<file path="src/rtl/fetch_unit_if.sv">
// Fetch unit handshake bundle: redirect input, instruction-memory request/response
// channels and the decoded-instruction output stream.
interface fetch_unit_if;
   logic        redirect_valid;
   logic [31:0] redirect_pc;
   logic        imem_req_valid;
   logic        imem_req_ready;
   logic [31:0] imem_req_addr;
   logic        imem_rsp_valid;
   logic [31:0] imem_rsp_data;
   logic        inst_valid;
   logic        inst_ready;
   logic [31:0] inst_data;
   logic [31:0] inst_pc;
   logic [31:0] pc;

   modport master (
      input  redirect_valid, redirect_pc, imem_req_ready, imem_rsp_valid,
             imem_rsp_data, inst_ready,
      output imem_req_valid, imem_req_addr, inst_valid, inst_data, inst_pc, pc
   );

   modport slave (
      output redirect_valid, redirect_pc, imem_req_ready, imem_rsp_valid,
             imem_rsp_data, inst_ready,
      input  imem_req_valid, imem_req_addr, inst_valid, inst_data, inst_pc, pc
   );
endinterface

</file>
<file path="src/rtl/fetch_unit.sv">
// Single-outstanding instruction fetch with an in-order instruction buffer.
// Optional FETCH_STALL_CNT_EN adds a saturating count of cycles with no instruction available.
module fetch_unit #(
   parameter logic [31:0] RESET_PC  = 32'h0000_0000,
   parameter int          BUF_DEPTH = 2
) (
   input  logic            clk,
   input  logic            rst,
   fetch_unit_if.master    bus
`ifdef FETCH_STALL_CNT_EN
   ,
   output logic [31:0]     stall_cnt
`endif
);
   localparam int         PW       = $clog2(BUF_DEPTH);
   localparam logic [PW:0] LP_DEPTH = (PW+1)'(BUF_DEPTH);

   localparam logic [1:0] S_FETCH = 2'd0;
   localparam logic [1:0] S_WAIT  = 2'd1;
   localparam logic [1:0] S_FLUSH = 2'd2;

   logic [1:0]    r_state;
   logic [31:0]   r_pc;
   logic [31:0]   r_req_pc;
   logic [31:0]   r_buf_data [BUF_DEPTH];
   logic [31:0]   r_buf_pc   [BUF_DEPTH];
   logic [PW-1:0] r_rd_ptr;
   logic [PW-1:0] r_wr_ptr;
   logic [PW:0]   r_cnt;

   logic w_req_valid;
   logic w_req_hs;
   logic w_push;
   logic w_pop;
   logic w_inst_valid;
   logic w_unused;

   assign w_inst_valid = (r_cnt != '0);
   assign w_req_valid  = !rst && (r_state == S_FETCH) && (r_cnt < LP_DEPTH) && !bus.redirect_valid;
   assign w_req_hs     = w_req_valid && bus.imem_req_ready;
   assign w_push       = (r_state == S_WAIT) && bus.imem_rsp_valid && !bus.redirect_valid;
   assign w_pop        = w_inst_valid && bus.inst_ready && !bus.redirect_valid;
   assign w_unused     = &{1'b0, bus.redirect_pc[1:0]};

   assign bus.imem_req_valid = w_req_valid;
   assign bus.imem_req_addr  = r_pc;
   assign bus.pc             = r_pc;
   assign bus.inst_valid     = w_inst_valid;
   assign bus.inst_data      = r_buf_data[r_rd_ptr];
   assign bus.inst_pc        = r_buf_pc[r_rd_ptr];

   always_ff @(posedge clk or posedge rst) begin
      if (rst) begin
         r_state  <= S_FETCH;
         r_pc     <= RESET_PC;
         r_req_pc <= '0;
      end else begin
         case (r_state)
            S_FETCH: if (w_req_hs) r_state <= S_WAIT;
            S_WAIT: begin
               // a response coinciding with a redirect is the stale one: drop it, no FLUSH needed
               if (bus.imem_rsp_valid)      r_state <= S_FETCH;
               else if (bus.redirect_valid) r_state <= S_FLUSH;
            end
            S_FLUSH: if (bus.imem_rsp_valid) r_state <= S_FETCH;
            default: r_state <= S_FETCH;
         endcase
         if (bus.redirect_valid) begin
            r_pc <= {bus.redirect_pc[31:2], 2'b00};
         end else if (w_req_hs) begin
            r_pc     <= r_pc + 32'd4;
            r_req_pc <= r_pc;
         end
      end
   end

   always_ff @(posedge clk or posedge rst) begin
      if (rst) begin
         r_rd_ptr <= '0;
         r_wr_ptr <= '0;
         r_cnt    <= '0;
         for (int i = 0; i < BUF_DEPTH; i++) begin
            r_buf_data[i] <= '0;
            r_buf_pc[i]   <= '0;
         end
      end else if (bus.redirect_valid) begin
         r_rd_ptr <= '0;
         r_wr_ptr <= '0;
         r_cnt    <= '0;
      end else begin
         if (w_push) begin
            r_buf_data[r_wr_ptr] <= bus.imem_rsp_data;
            r_buf_pc[r_wr_ptr]   <= r_req_pc;
            r_wr_ptr             <= r_wr_ptr + 1'b1;
         end
         if (w_pop) r_rd_ptr <= r_rd_ptr + 1'b1;
         case ({w_push, w_pop})
            2'b10:   r_cnt <= r_cnt + 1'b1;
            2'b01:   r_cnt <= r_cnt - 1'b1;
            default: r_cnt <= r_cnt;
         endcase
      end
   end

`ifdef FETCH_STALL_CNT_EN
   logic [31:0] r_stall_cnt;

   always_ff @(posedge clk or posedge rst) begin
      if (rst)                                    r_stall_cnt <= '0;
      else if (!w_inst_valid && r_stall_cnt != '1) r_stall_cnt <= r_stall_cnt + 32'd1;
   end

   assign stall_cnt = r_stall_cnt;
`endif
endmodule

</file>
<file path="src/flat_wrapper.sv">
// flat-port wrapper written by rule: the top's interface ports become plain ports
module fetch_unit_flat 
#(
   parameter logic [31:0] RESET_PC  = 32'h0000_0000,
   parameter int          BUF_DEPTH = 2
)
  (clk, rst, bus_redirect_valid, bus_redirect_pc, bus_imem_req_ready, bus_imem_rsp_valid, bus_imem_rsp_data, bus_inst_ready, bus_imem_req_valid, bus_imem_req_addr, bus_inst_valid, bus_inst_data, bus_inst_pc, bus_pc);
  fetch_unit_if bus_i ();
  input  logic clk;
  input  logic rst;
  input wire logic [$bits(bus_i.redirect_valid)-1:0] bus_redirect_valid;
  input wire logic [$bits(bus_i.redirect_pc)-1:0] bus_redirect_pc;
  input wire logic [$bits(bus_i.imem_req_ready)-1:0] bus_imem_req_ready;
  input wire logic [$bits(bus_i.imem_rsp_valid)-1:0] bus_imem_rsp_valid;
  input wire logic [$bits(bus_i.imem_rsp_data)-1:0] bus_imem_rsp_data;
  input wire logic [$bits(bus_i.inst_ready)-1:0] bus_inst_ready;
  output wire logic [$bits(bus_i.imem_req_valid)-1:0] bus_imem_req_valid;
  output wire logic [$bits(bus_i.imem_req_addr)-1:0] bus_imem_req_addr;
  output wire logic [$bits(bus_i.inst_valid)-1:0] bus_inst_valid;
  output wire logic [$bits(bus_i.inst_data)-1:0] bus_inst_data;
  output wire logic [$bits(bus_i.inst_pc)-1:0] bus_inst_pc;
  output wire logic [$bits(bus_i.pc)-1:0] bus_pc;
  assign bus_i.redirect_valid = bus_redirect_valid;
  assign bus_i.redirect_pc = bus_redirect_pc;
  assign bus_i.imem_req_ready = bus_imem_req_ready;
  assign bus_i.imem_rsp_valid = bus_imem_rsp_valid;
  assign bus_i.imem_rsp_data = bus_imem_rsp_data;
  assign bus_i.inst_ready = bus_inst_ready;
  assign bus_imem_req_valid = bus_i.imem_req_valid;
  assign bus_imem_req_addr = bus_i.imem_req_addr;
  assign bus_inst_valid = bus_i.inst_valid;
  assign bus_inst_data = bus_i.inst_data;
  assign bus_inst_pc = bus_i.inst_pc;
  assign bus_pc = bus_i.pc;
  fetch_unit #(.RESET_PC(RESET_PC), .BUF_DEPTH(BUF_DEPTH)) u_core (.clk(clk), .rst(rst), .bus(bus_i));
endmodule
</file>
<file path="config.mk">
export PLATFORM = sky130hd
export DESIGN_NAME = fetch_unit_flat
export DESIGN_NICKNAME = d
export VERILOG_FILES = /design/src/rtl/fetch_unit_if.sv /design/src/rtl/fetch_unit.sv /design/src/flat_wrapper.sv
export SDC_FILE = /design/constraint.sdc
export NUM_CORES = 1
export LEC_CHECK = 0
export CAP_MARGIN = 40
export CELL_PAD_IN_SITES_DETAIL_PLACEMENT = 0
export CELL_PAD_IN_SITES_GLOBAL_PLACEMENT = 2
export CORE_MARGIN = 8
export CORE_UTILIZATION = 28
export DETAILED_ROUTE_END_ITERATION = 16
export PLACE_DENSITY = 0.76
export REMOVE_ABC_BUFFERS = 1
export SYNTH_ARGS = -nofsm -noshare
export SYNTH_HDL_FRONTEND = slang
export SYNTH_SLANG_ARGS = --single-unit
</file>
<file path="constraint.sdc">
create_clock -name clk -period 7.7 [get_ports clk]
set_input_delay 1.54 -clock clk [delete_from_list [all_inputs] [get_ports clk]]
set_output_delay 1.54 -clock clk [all_outputs]
set_load 0.05 [all_outputs]
</file>
==> results.sh <==
export IMPL_dieArea_um2=37400
export IMPL_cp_arrival_ns=3.40
export IMPL_leakage_nw=5.12
export IMPL_hold_violations=0
export IMPL_antenna_left=0
export IMPL_clk_latency_ns=0.42
export IMPL_core_area_um2=31200
export IMPL_gp_congestion=0.733
export IMPL_yosysTopAreaCell="dfrtp_1"
export IMPL_clk_path_buf_depth=2
export IMPL_drt_initial_drc_count=209
export IMPL_skew_ns=0.0118
export IMPL_dr_total_vias=6101
export IMPL_ys_seq_area_share_pct=54.0
export IMPL_powerDensity_nw_per_um2=293
export IMPL_synth_seq_cells=190
export IMPL_vdd_drop_max_uv=150
export IMPL_worstPathCellList="buf_2, buf_4, or4_1, nor2_1, clkdlybuf4s50_1"
export IMPL_grt_pass1_vias=6503
export IMPL_synth_distinct_cells=40
export IMPL_yosys_top_cells_count="190 x dfrtp_1, 186 x mux2_2, 123 x nand2_1"
export IMPL_holdBufCountCts=0
export IMPL_min_period_over_period_pct=64.1
export IMPL_post_cts_buffers=0
export IMPL_setup_tns_ns=0
export IMPL_route_detailed_drc=0
export IMPL_antenna_found_initial=1
export IMPL_nNetsFinal=968
export IMPL_wl_per_cell_um=18.4
export IMPL_synthTopCellsByArea="dfrtp_1 54%, mux2_2 24%, nand2_1 5.2%"
export IMPL_gr_total_overflow=0
export IMPL_fp_dieW_um=193
export IMPL_root_buffer="clkbuf_16"
export IMPL_layout_drive_gt1_share_pct=26.4
export IMPL_fin_crit_ns=4.94
export IMPL_ys_async_sr_fraction_pct=100
export IMPL_synth_flop_cell="dfrtp_1"
export IMPL_start_util_pct=28.2
export IMPL_hold_path_class="register to register"
export IMPL_crit_path_top_delay_cell="clkdlybuf4s50_1"
export IMPL_slowest_delay_ns=0.82
export IMPL_synth_avg_cell_area_um2=11.8
export IMPL_yosys_warnings=0
export IMPL_num_rows=65
export IMPL_h_tree_depth=4
export IMPL_clock_sinks=190
export IMPL_die_h_um=193
export IMPL_hold_slack_ns=0.498
export IMPL_worstMarginPinSlew_ns=0.692
export IMPL_outcome="completed"
export IMPL_cp_end_kind="primary output"
export IMPL_dp_hpwl_um=16400
export IMPL_required_ns=6.16
export IMPL_report_final_slew_viol_count=0
export IMPL_final_setup_viol_count=0
export IMPL_clock_fmax_mhz=203
export IMPL_synth_top_area_share_pct=54.0
export IMPL_max_cap_violations=0
export IMPL_rsz0062_at_grt="false"
export IMPL_grt_max_degree=92
export IMPL_synth_enable_flop_cells=0
export IMPL_maxSlewHeadroom_pct=53.8
export IMPL_first_pass_iters=4
export IMPL_netlist_area_um2=8810
export IMPL_critPathKind="primary input to primary output"
export IMPL_wl_um=24200
export IMPL_critPathLaunchType="primary input"
export IMPL_ctsResizeCount=0
export IMPL_cts_buffers=17
export IMPL_grtUsageTotal_pct=13.0
export IMPL_area_delta_synth_final_pct=31.4
export IMPL_synthCells=747
export IMPL_grt_pass1_wl_um=39000
export IMPL_port_buffers=191
export IMPL_cts_tree="built"
export IMPL_clkTransAtPathRegs_ns=0.06
export IMPL_ioPinCount=200
export IMPL_via_per_inst=4.65
export IMPL_synth_most_common_cell="dfrtp_1"
export IMPL_critical_path_peak_fanout=44
==> logic make-up after synthesis <==
family                     after synthesis  share of synthesized area, %
and+or+nand+nor                        212                          10.9
muxes                                  190                          24.2
DFF                                    190                          54.0
buffers and inverters                   85                          5.16
AOI/OAI and AO/OA                       64                          5.14
xor gates and xnor gates                 4                         0.398
adders and majority gates                1                         0.142
other                                    1                        0.0426
==> power by group <==
part / total (mW) / internal, mW / switching (mW) / leakage [nW]
sequential: 1.30 / 1.17 / 0.124 / 2.47
combinational: 1.21 / 0.471 / 0.739 / 2.37
clock: 0.887 / 0.474 / 0.414 / 0.278
total: 3.40 / 2.12 / 1.28 / 5.12
==> final timing paths <==
check | startpoint | end | slack [ns] | cells after the start
setup / recovery | bus_redirect_valid | bus_imem_req_valid | 2.76 | 5
hold / removal | u_core.r_req_pc[17]$_DFFE_PP0P_ | u_core.r_req_pc[17]$_DFFE_PP0P_ | 0.50 | 2
hold reg to reg | u_core.r_req_pc[17]$_DFFE_PP0P_ | u_core.r_req_pc[17]$_DFFE_PP0P_ | 0.50 | 2
max in group asynchronous | rst | u_core.r_buf_data[47]$_DFFE_PP0P_ | 4.62 | 4
min in group asynchronous | rst | u_core.bus.imem_req_addr[3]$_DFFE_PP0P_ | 1.56 | 2
setup reg to reg | u_core.r_cnt[1]$_DFFE_PP0P_ | u_core.bus.imem_req_addr[15]$_DFFE_PP0P_ | 5.01 | 5
==> state kept, by name (all words and copies together) (netlist names) <==
register                  flops
u_core.r_rd_ptr               1
u_core.r_wr_ptr               1
u_core.r_req_pc              30
u_core.bus.imem_req_addr     30
u_core.r_buf_pc              60
u_core.r_cnt                  2
u_core.r_buf_data            64
u_core.r_state                2
==> worst max-delay path, delay by kind of cell <==
family / cells / cell delay [ns]
buf+inv: 3 / 1.18
simple gates: 2 / 0.64
==> layout by cell type (no fill, tap or decap), types with 2 or more instances in the layout <==
master,count
nor4_1,7
or2_2,2
a221o_1,6
or3_1,4
buf_4,8
a31oi_1,4
mux2_2,186
conb_1,6
nand3b_1,2
and2_1,4
nand4_1,13
and3_1,3
buf_16,2
nor2_1,17
clkbuf_16,17
a211o_1,2
nand3_1,19
a22oi_1,3
o311ai_0,12
inv_1,7
inv_8,3
inv_6,3
nand2_1,122
mux2i_1,4
o211ai_1,8
clkbuf_8,2
clkdlybuf4s50_1,190
a21oi_1,7
dfrtp_1,189
clkinv_4,3
nand2b_1,2
xor2_1,3
clkinvlp_4,3
or4_1,3
nor3_2,2
nor3_1,7
o21ai_0,17
==> stage by stage <==
step                      utilization, %  setup WS [ns]  area [µm²]  instances  total power, mW
after detailed placement            35.2           2.78       11000       1280             2.54
after CTS                           37.1           2.76       11600       1312             3.45
final                               37.1           2.76       11600       1313             3.40
after global routing                37.1           2.72       11600       1313             3.57
after global placement              34.9           2.75       10900       1276             2.53
after floorplan                        -          0.990        8400        675             2.12
==> final cells by class <==
class,count,area (µm²)
clock inverter,12,128
timing repair buffer,203,2050
clock buffer,20,457
antenna,1,2.50
tap,402,503
inverter,8,37.5
fill,3121,19700
sequential,190,4760
multi-input combinational,477,3640
==> routing by layer <==
layer / part of all wire (%) / GRT usage (%) / vias up
met5: 0 / 0 / -
met4: 0.38 / 2.65 / 0
met3: 4.0 / 3.19 / 7
met2: 48 / 21.2 / 131
met1: 47 / 17.3 / 3040
li1: - / - / 2923
No activity file was read; power rests on OpenSTA's default activity.
